### src/rtl/riscv_pipeline_pkg.sv
// rtl/riscv_pipeline_pkg.sv - shared pipeline-control types and constants
// Holds the hazard FSM state encoding, the x0 register index, the control
// bundle driven into PC / IF/ID / ID/EX, and the load-use detect function.
package riscv_pipeline_pkg;

    typedef enum logic [1:0] {
        RUN        = 2'd0,
        LOAD_STALL = 2'd1,
        FREEZE     = 2'd2
    } hz_state_e;

    localparam logic [4:0] REG_X0 = 5'd0;

    typedef struct packed {
        logic pc_write;
        logic ifid_write;
        logic ifid_flush;
        logic idex_bubble;
        logic pc_sel;
    } hz_ctrl_t;

    // NOP bundle: both pipeline registers are loaded with a NOP, nothing advances.
    localparam hz_ctrl_t CTRL_NOP    = '{pc_write: 1'b0, ifid_write: 1'b0, ifid_flush: 1'b1,
                                         idex_bubble: 1'b1, pc_sel: 1'b0};
    localparam hz_ctrl_t CTRL_RUN    = '{pc_write: 1'b1, ifid_write: 1'b1, ifid_flush: 1'b0,
                                         idex_bubble: 1'b0, pc_sel: 1'b0};
    localparam hz_ctrl_t CTRL_HOLD   = '{pc_write: 1'b0, ifid_write: 1'b0, ifid_flush: 1'b0,
                                         idex_bubble: 1'b0, pc_sel: 1'b0};
    localparam hz_ctrl_t CTRL_STALL  = '{pc_write: 1'b0, ifid_write: 1'b0, ifid_flush: 1'b0,
                                         idex_bubble: 1'b1, pc_sel: 1'b0};
    localparam hz_ctrl_t CTRL_BRANCH = '{pc_write: 1'b1, ifid_write: 1'b1, ifid_flush: 1'b1,
                                         idex_bubble: 1'b1, pc_sel: 1'b1};

    function automatic logic load_use_hazard(
        input logic       idex_memread,
        input logic [4:0] idex_rd,
        input logic [4:0] ifid_rs1,
        input logic [4:0] ifid_rs2,
        input logic       ifid_uses_rs2
    );
        return idex_memread && (idex_rd != REG_X0) &&
               ((idex_rd == ifid_rs1) || (ifid_uses_rs2 && (idex_rd == ifid_rs2)));
    endfunction

endpackage

### src/rtl/sat_counter.sv
// rtl/sat_counter.sv - saturating up-counter with synchronous clear
// Ports: clk, rst_n (async active-low), clr_i (sync clear, wins over en_i),
// en_i (count enable), cnt_o (current count, holds at all-ones).
module sat_counter #(
    parameter int W = 32
) (
    input  logic         clk,
    input  logic         rst_n,
    input  logic         clr_i,
    input  logic         en_i,
    output logic [W-1:0] cnt_o
);

    logic [W-1:0] cnt_q;

    always_ff @(posedge clk or negedge rst_n) begin
        if (!rst_n) begin
            cnt_q <= '0;
        end else if (clr_i) begin
            cnt_q <= '0;
        end else if (en_i && (cnt_q != {W{1'b1}})) begin
            cnt_q <= cnt_q + W'(1);
        end
    end

    assign cnt_o = cnt_q;

endmodule

### src/rtl/hazard_control_unit.sv
// rtl/hazard_control_unit.sv - load-use / branch / memory-freeze hazard controller
// Inputs: clock, reset (async active-low), IFID_Rs1/Rs2/Uses_Rs2 (decode operands),
// IDEX_MemRead/IDEX_Rd (instruction in EX), EX_Branch_Taken, Mem_Busy.
// Outputs: PC_Write, IFID_Write, IFID_Flush, IDEX_Bubble, PC_Sel (Mealy controls),
// Stall_Count, Flush_Count (saturating statistics), Mem_Timeout (sticky watchdog).
module hazard_control_unit
    import riscv_pipeline_pkg::*;
#(
    parameter int TIMEOUT_CYCLES = 1024,
    parameter int CNT_W          = 32
) (
    input  logic             clock,
    input  logic             reset,
    input  logic [4:0]       IFID_Rs1,
    input  logic [4:0]       IFID_Rs2,
    input  logic             IFID_Uses_Rs2,
    input  logic             IDEX_MemRead,
    input  logic [4:0]       IDEX_Rd,
    input  logic             EX_Branch_Taken,
    input  logic             Mem_Busy,
    output logic             PC_Write,
    output logic             IFID_Write,
    output logic             IFID_Flush,
    output logic             IDEX_Bubble,
    output logic             PC_Sel,
    output logic [CNT_W-1:0] Stall_Count,
    output logic [CNT_W-1:0] Flush_Count,
    output logic             Mem_Timeout
);

    // Wide enough to reach TIMEOUT_CYCLES before saturating.
    localparam int FRZ_W = $clog2(TIMEOUT_CYCLES + 1);
    localparam logic [FRZ_W-1:0] FRZ_LAST = FRZ_W'(TIMEOUT_CYCLES - 1);

    hz_state_e        state_q, state_d;
    hz_ctrl_t         ctrl;
    logic             hazard;
    logic             branch_fire;
    logic             timeout_q;
    logic [FRZ_W-1:0] frz_cnt;

    assign hazard = load_use_hazard(IDEX_MemRead, IDEX_Rd, IFID_Rs1, IFID_Rs2, IFID_Uses_Rs2);

    always_ff @(posedge clock or negedge reset) begin
        if (!reset) begin
            state_q <= RUN;
        end else begin
            state_q <= state_d;
        end
    end

    always_comb begin
        ctrl        = CTRL_RUN;
        state_d     = RUN;
        branch_fire = 1'b0;
        if (!reset) begin
            ctrl = CTRL_NOP;
        end else if (Mem_Busy) begin
            ctrl    = CTRL_HOLD;
            state_d = FREEZE;
        end else if (EX_Branch_Taken) begin
            ctrl        = CTRL_BRANCH;
            branch_fire = 1'b1;
        end else if (hazard && (state_q != LOAD_STALL)) begin
            // ID/EX already holds the bubble in LOAD_STALL, so a second stall
            // would be spurious. Leaving FREEZE evaluates like RUN.
            ctrl    = CTRL_STALL;
            state_d = LOAD_STALL;
        end
    end

    assign PC_Write    = ctrl.pc_write;
    assign IFID_Write  = ctrl.ifid_write;
    assign IFID_Flush  = ctrl.ifid_flush;
    assign IDEX_Bubble = ctrl.idex_bubble;
    assign PC_Sel      = ctrl.pc_sel;

    sat_counter #(.W(CNT_W)) u_stall_cnt (
        .clk   (clock),
        .rst_n (reset),
        .clr_i (1'b0),
        .en_i  (!ctrl.pc_write),
        .cnt_o (Stall_Count)
    );

    sat_counter #(.W(CNT_W)) u_flush_cnt (
        .clk   (clock),
        .rst_n (reset),
        .clr_i (1'b0),
        .en_i  (branch_fire),
        .cnt_o (Flush_Count)
    );

    sat_counter #(.W(FRZ_W)) u_freeze_cnt (
        .clk   (clock),
        .rst_n (reset),
        .clr_i (!Mem_Busy),
        .en_i  (Mem_Busy),
        .cnt_o (frz_cnt)
    );

    // Sets on the edge that takes the freeze count to TIMEOUT_CYCLES.
    always_ff @(posedge clock or negedge reset) begin
        if (!reset) begin
            timeout_q <= 1'b0;
        end else if (Mem_Busy && (frz_cnt >= FRZ_LAST)) begin
            timeout_q <= 1'b1;
        end
    end

    assign Mem_Timeout = timeout_q;

endmodule

### config.mk
export PLATFORM = sky130hd
export DESIGN_NAME = hazard_control_unit
export DESIGN_NICKNAME = d
export VERILOG_FILES = /design/src/rtl/riscv_pipeline_pkg.sv /design/src/rtl/sat_counter.sv /design/src/rtl/hazard_control_unit.sv
export SDC_FILE = /design/constraint.sdc
export NUM_CORES = 1
export LEC_CHECK = 0
export ABC_AREA = 1
export CAP_MARGIN = 30
export CELL_PAD_IN_SITES_DETAIL_PLACEMENT = 0
export CELL_PAD_IN_SITES_GLOBAL_PLACEMENT = 2
export CORE_UTILIZATION = 35
export DETAILED_ROUTE_END_ITERATION = 8
export DONT_BUFFER_PORTS = 1
export PLACE_DENSITY_LB_ADDON = 0.1
export SYNTH_ARGS = -nofsm -noshare
export SYNTH_HDL_FRONTEND = slang
export SYNTH_SLANG_ARGS = --single-unit
### constraint.sdc
create_clock -name clock -period 2.55 [get_ports clock]
set_clock_uncertainty 0.15 [all_clocks]
set_input_delay 0.255 -clock clock [delete_from_list [all_inputs] [get_ports clock]]
set_output_delay 0.255 -clock clock [all_outputs]
set_load 0.05 [all_outputs]
# Word level (Yosys, flattened, before mapping)
# Index checks and enable logic that the tools add are counted.
dict set report word_totals {
  out_inout_bits 70
  wordCells 40
  register_bits 78
}
dict set report classes {
  reduce_logical 11
  magnitude_cmp 1
  n_mux 13
  addsub 3
  eq_ne 7
}
# cell count
set op_table {}
lappend op_table {{adder 32 x 1 -> 32 bit, second input constant} 2}
lappend op_table {{!= test 32 bit, second input constant} 2}
lappend op_table {{2-to-1 mux 11 bit} 2}
lappend op_table {{2-to-1 mux 5 bit} 4}
lappend op_table {{adder 11 x 1 -> 11 bit, second input constant} 1}
lappend op_table {{>= comparator 11 x 10 -> 1 bit, second input constant} 1}
lappend op_table {{!= test 11 bit, second input constant} 1}
lappend op_table {{== test 5 bit} 2}
lappend op_table {{logical AND 1 bit} 8}
lappend op_table {{2-to-1 mux 1 bit} 5}
lappend op_table {{nonzero test 5 bit} 1}
lappend op_table {{2-to-1 mux 2 bit} 2}
lappend op_table {{!= test 2 x 1 -> 1 bit, second input constant} 2}
lappend op_table {{logical NOT 1 bit} 1}
lappend op_table {{logical OR 1 bit} 1}

# Longest topological paths before layout
dict set report logic_depth {
  depth_word 11
  mapped_depth 13
}

# By module
# Synthesis repeated with hierarchy kept, for this count alone.
dict set report unflattened {
  cells_unflattened 868
  area_unflattened_um2 5616.6
}
# mod n_inst cells_per_inst seq_area_each_um2 area_per_inst_um2
set modules_own_cells {}
lappend modules_own_cells {{sat_counter (u_flush_cnt)} 1 347 800.8 2259.7}
lappend modules_own_cells {{sat_counter (u_stall_cnt)} 1 345 800.8 2243.4}
lappend modules_own_cells {{sat_counter (u_freeze_cnt)} 1 93 275.3 701.9}
lappend modules_own_cells {hazard_control_unit 1 83 75.1 411.6}

# Least setup slack after synthesis
# OpenSTA, ideal clock, no wires.
dict set report synth_timing {
  path_kind {input to output}
  start {input port EX_Branch_Taken}
  end {output port IDEX_Bubble}
  arrival_time_ns 1.870
  slack_ns 0.275
  stages 3
  required_time_ns 2.145
  path_cell_list {inv_1 o21ai_0 a31o_2}
}
dict set report synth_via {
  elab_chain_cells 3
}
# item line
set synth_lines {}
lappend synth_lines {{start, declared} hazard_control_unit.sv:19} ;# input logic EX_Branch_Taken,
lappend synth_lines {{2-to-1 mux 5 bit} hazard_control_unit.sv:61} ;# end else if (EX_Branch_Taken) begin
lappend synth_lines {{2-to-1 mux 5 bit} hazard_control_unit.sv:58} ;# end else if (Mem_Busy) begin
lappend synth_lines {{2-to-1 mux 5 bit} hazard_control_unit.sv:56} ;# if (!reset) begin
lappend synth_lines {{end, declared} hazard_control_unit.sv:24} ;# output logic IDEX_Bubble,
# Every way passes these cells.

# Worst setup path in the final report
dict set report layout_timing {
  start {input port Mem_Busy}
  end {register u_flush_cnt.cnt_q[9], in the netlist u_flush_cnt.cnt_o[9]}
}
dict set report layout_via {
  elab_chain_cells 3
}
# item line
set layout_lines {}
lappend layout_lines {{start, declared} hazard_control_unit.sv:20} ;# input logic Mem_Busy,
lappend layout_lines {{2-to-1 mux 1 bit} hazard_control_unit.sv:58}
lappend layout_lines {{2-to-1 mux 1 bit} hazard_control_unit.sv:56}
lappend layout_lines {{logical AND 1 bit} sat_counter.sv:21} ;# end else if (en_i && (cnt_q != {W{1'b1}})) begin
lappend layout_lines {{end signal, assigned} sat_counter.sv:22} ;# cnt_q <= cnt_q + W'(1);
lappend layout_lines {{end, declared} sat_counter.sv:14} ;# logic [W-1:0] cnt_q;
# Every way passes these cells.
# A chain may end at the register's enable or synchronous reset.

==> results_dict.tcl <==
set metrics [dict create \
    place_area_sq_um 5750 \
    setup_viol 0 \
    yosys.area.top_type_share 0.382 \
    combPwrFrac 0.244 \
    net-switching-power_w 0.00131 \
    finalHoldViolCount 0 \
    final.min_clock_period_ps 2300 \
    root_buffer "clkbuf_16" \
    most-common-layout-cells "nand2_1 (288), inv_1 (89), dfrtp_1 (78)" \
    r2r_slack_ps 370 \
    syn2layout_area_growth_pct 19.9 \
    clock.fmax_mhz 436 \
    clk_pin_slew_ps 60 \
    period_share 0.900 \
    fp.dieArea_sq_um 15100 \
    setup_tns_ps 0 \
    relSlewSlack 0.644 \
    rsz0062_at_grt "false" \
    fillers 1460 \
    syn_area_sq_um 5110 \
    initial_core_util 0.364 \
    fin_ws_ps 254 \
    antenna_cells 0 \
    intPower_w 0.00247 \
    fin_nets 846 \
    cp.required_ps 2640 \
    drc 0 \
    grt_antenna_before_repair 0 \
    worst-path-max-fanout 35 \
    drv_cap 0 \
    slew_viol_final 0 \
    final_common_cell "nand2_1" \
    die_w_um 123 \
    yosys-top-cells-area "dfrtp_1 (38%), nand2_1 (21%), inv_1 (6.5%), nor2_1 (5.7%), nand3_1 (5.6%)" \
    ys_types 34 \
    postLayoutCoreUtil 0.436 \
    place_ws_ps 236 \
    route.vias.total 4846 \
    clockBufferDepth 2 \
    yosys_warnings 0 \
    synth.largest_area_cell "dfrtp_1" \
    viasPerCell 4.81 \
    core-area_sq_um 14000 \
    track_usage 0.206 \
    outcome "complete, no violations" \
    syn_inst 751 \
    worstMarginPinSlew_ps 529 \
    htree_num_levels 3 \
    critPathKind "input pin to flip-flop" \
    grt_pass1_wl_um 23900 \
    synth-seq-cells 78 \
    leakagePower_nw 3.11 \
    layout.cells.non_filler 1007 \
    cp.arrival_ps 2390 \
    post-cts-setup-buffers 0 \
    p_sw_frac 0.345 \
    ant_nets 0 \
    p_seq_frac 0.380 \
    dpl.cell_count 987 \
    cts_tree "done" \
    endpoint_kind "flip-flop" \
    drt-initial-drc-count 253 \
    cp-start-kind "input pin" \
    clock_latency_ps 350 \
    row_count 43 \
    ios 91 \
    cts_sinks 78 \
    io_buffers 0 \
    ir_drop_uv 392 \
    die_y_um 123 \
    pwr-share-clk 0.376 \
    seqCellArea_sq_um 1950 \
    gp_congestion 0.791 \
    overflow 0 \
    powerDensity_nw_per_um2 617 \
    grt_pass1_vias 4835 \
    synth_fp_nets 775 \
    multi_input_area_sq_um 2690 \
    grt_max_degree 80 \
    hold_class "input pin to flip-flop" \
    wirelength_um 14700 \
    ys_seq_area_frac 0.382 \
    stdcell_area_sq_um 6130 \
    place_hpwl_um 10900 \
    first_pass_iters 6 \
    drive_above_1_share 0.134 \
    wire_per_inst_um 14.6 \
    cts_buffers 9 \
    syn_area_per_cell_sq_um 6.80 \
]
cell type report:
type / instances / share of cell area
Multi-Input combinational cell: 565 / 0.439
Sequential cell: 78 / 0.319
Timing Repair Buffer: 76 / 0.0976
Inverter: 92 / 0.0568
Clock buffer: 12 / 0.0402
Tap cell: 180 / 0.0368
Clock inverter: 4 / 0.0114
power by group through the flow:
stage / Combinational (W) / Clock (W) / Sequential [W]
finish: 0.000921 / 0.00142 / 0.00144
global route: 0.000996 / 0.00151 / 0.00145
CTS: 0.000933 / 0.00145 / 0.00144
detailed placement: 0.000890 / 0 / 0.00146
global placement: 0.000884 / 0 / 0.00145
floorplan: 0.000306 / 0 / 0.00179
logic make-up (layout without fill, tap and decap cells):
| group | Yosys count | after routing | share of synthesized area |
|---|---|---|---|
| simple gates | 490 | 490 | 0.417 |
| buf+inv | 108 | 184 | 0.0921 |
| flops | 78 | 78 | 0.382 |
| xor+xnor | 40 | 40 | 0.0686 |
| compound gates | 32 | 32 | 0.0335 |
| fa+ha+maj | 3 | 3 | 0.00735 |
cell usage after synthesis, drive strengths merged:
| cell | number |
|---|---|
| dfrtp | 78 |
| inv | 92 |
| xnor2 | 14 |
| buf | 15 |
| clkbuf | 1 |
| o21ai | 21 |
| a31o | 1 |
| nand2 | 297 |
| a31oi | 2 |
| nand4 | 13 |
| nor3 | 26 |
| nor4 | 1 |
| a21oi | 6 |
| and2 | 1 |
| ha | 3 |
| o31ai | 2 |
| nand3 | 60 |
| nor2 | 82 |
| nand3b | 9 |
| or2 | 1 |
| xor2 | 26 |
worst max-delay path, stage by stage:
cell           delay, ps
dlygate4sd3_1        720
nor2_1               210
inv_1                 80
nor2_1               280
nand2_2              280
inv_4                360
nand2_1               90
nand2_1               70
nand2_1               40
registers in the layout (all words and copies together) (netlist names):
signal              count
u_stall_cnt.cnt_o      32
u_flush_cnt.cnt_o      32
state_q                 2
Mem_Timeout             1
u_freeze_cnt.cnt_o     11
worst paths after layout:
check	from	end	depth (start not counted)
setup / recovery	Mem_Busy	u_flush_cnt.cnt_o[9]	9
setup reg to reg	u_flush_cnt.cnt_o[0]	u_flush_cnt.cnt_o[0]	9
min in group asynchronous	reset	u_flush_cnt.cnt_o[4]	2
hold / removal	IDEX_MemRead	state_q[0]	4
max in group asynchronous	reset	u_flush_cnt.cnt_o[12]	2
hold reg to reg	u_freeze_cnt.cnt_o[8]	u_freeze_cnt.cnt_o[8]	1
layer usage:
layer / vias up / part of all wire / wire [um] / track usage
met2: 94 / 0.49 / 7160 / 0.355
met3: 18 / 0.047 / 686 / 0.0493
met4: 0 / 0.019 / 280 / 0.0701
met1: 2255 / 0.45 / 6530 / 0.251
met5: - / 0 / 0 / 0
li1: 2479 / - / - / -
repair_timing:
action	CTS	global route
resized for setup	0	2
hold buffers	4	0
endpoints found under the setup margin	0	28
endpoints found under the hold margin	92	0
stage by stage:
step	power, W	hold WS, ps
after floorplan	0.00210	-191
after global placement	0.00234	-185
after detailed placement	0.00235	-185
after CTS	0.00382	43.0
after global routing	0.00395	70.4
final	0.00378	52.5
Note: power is estimated with default switching activity, not from simulation.
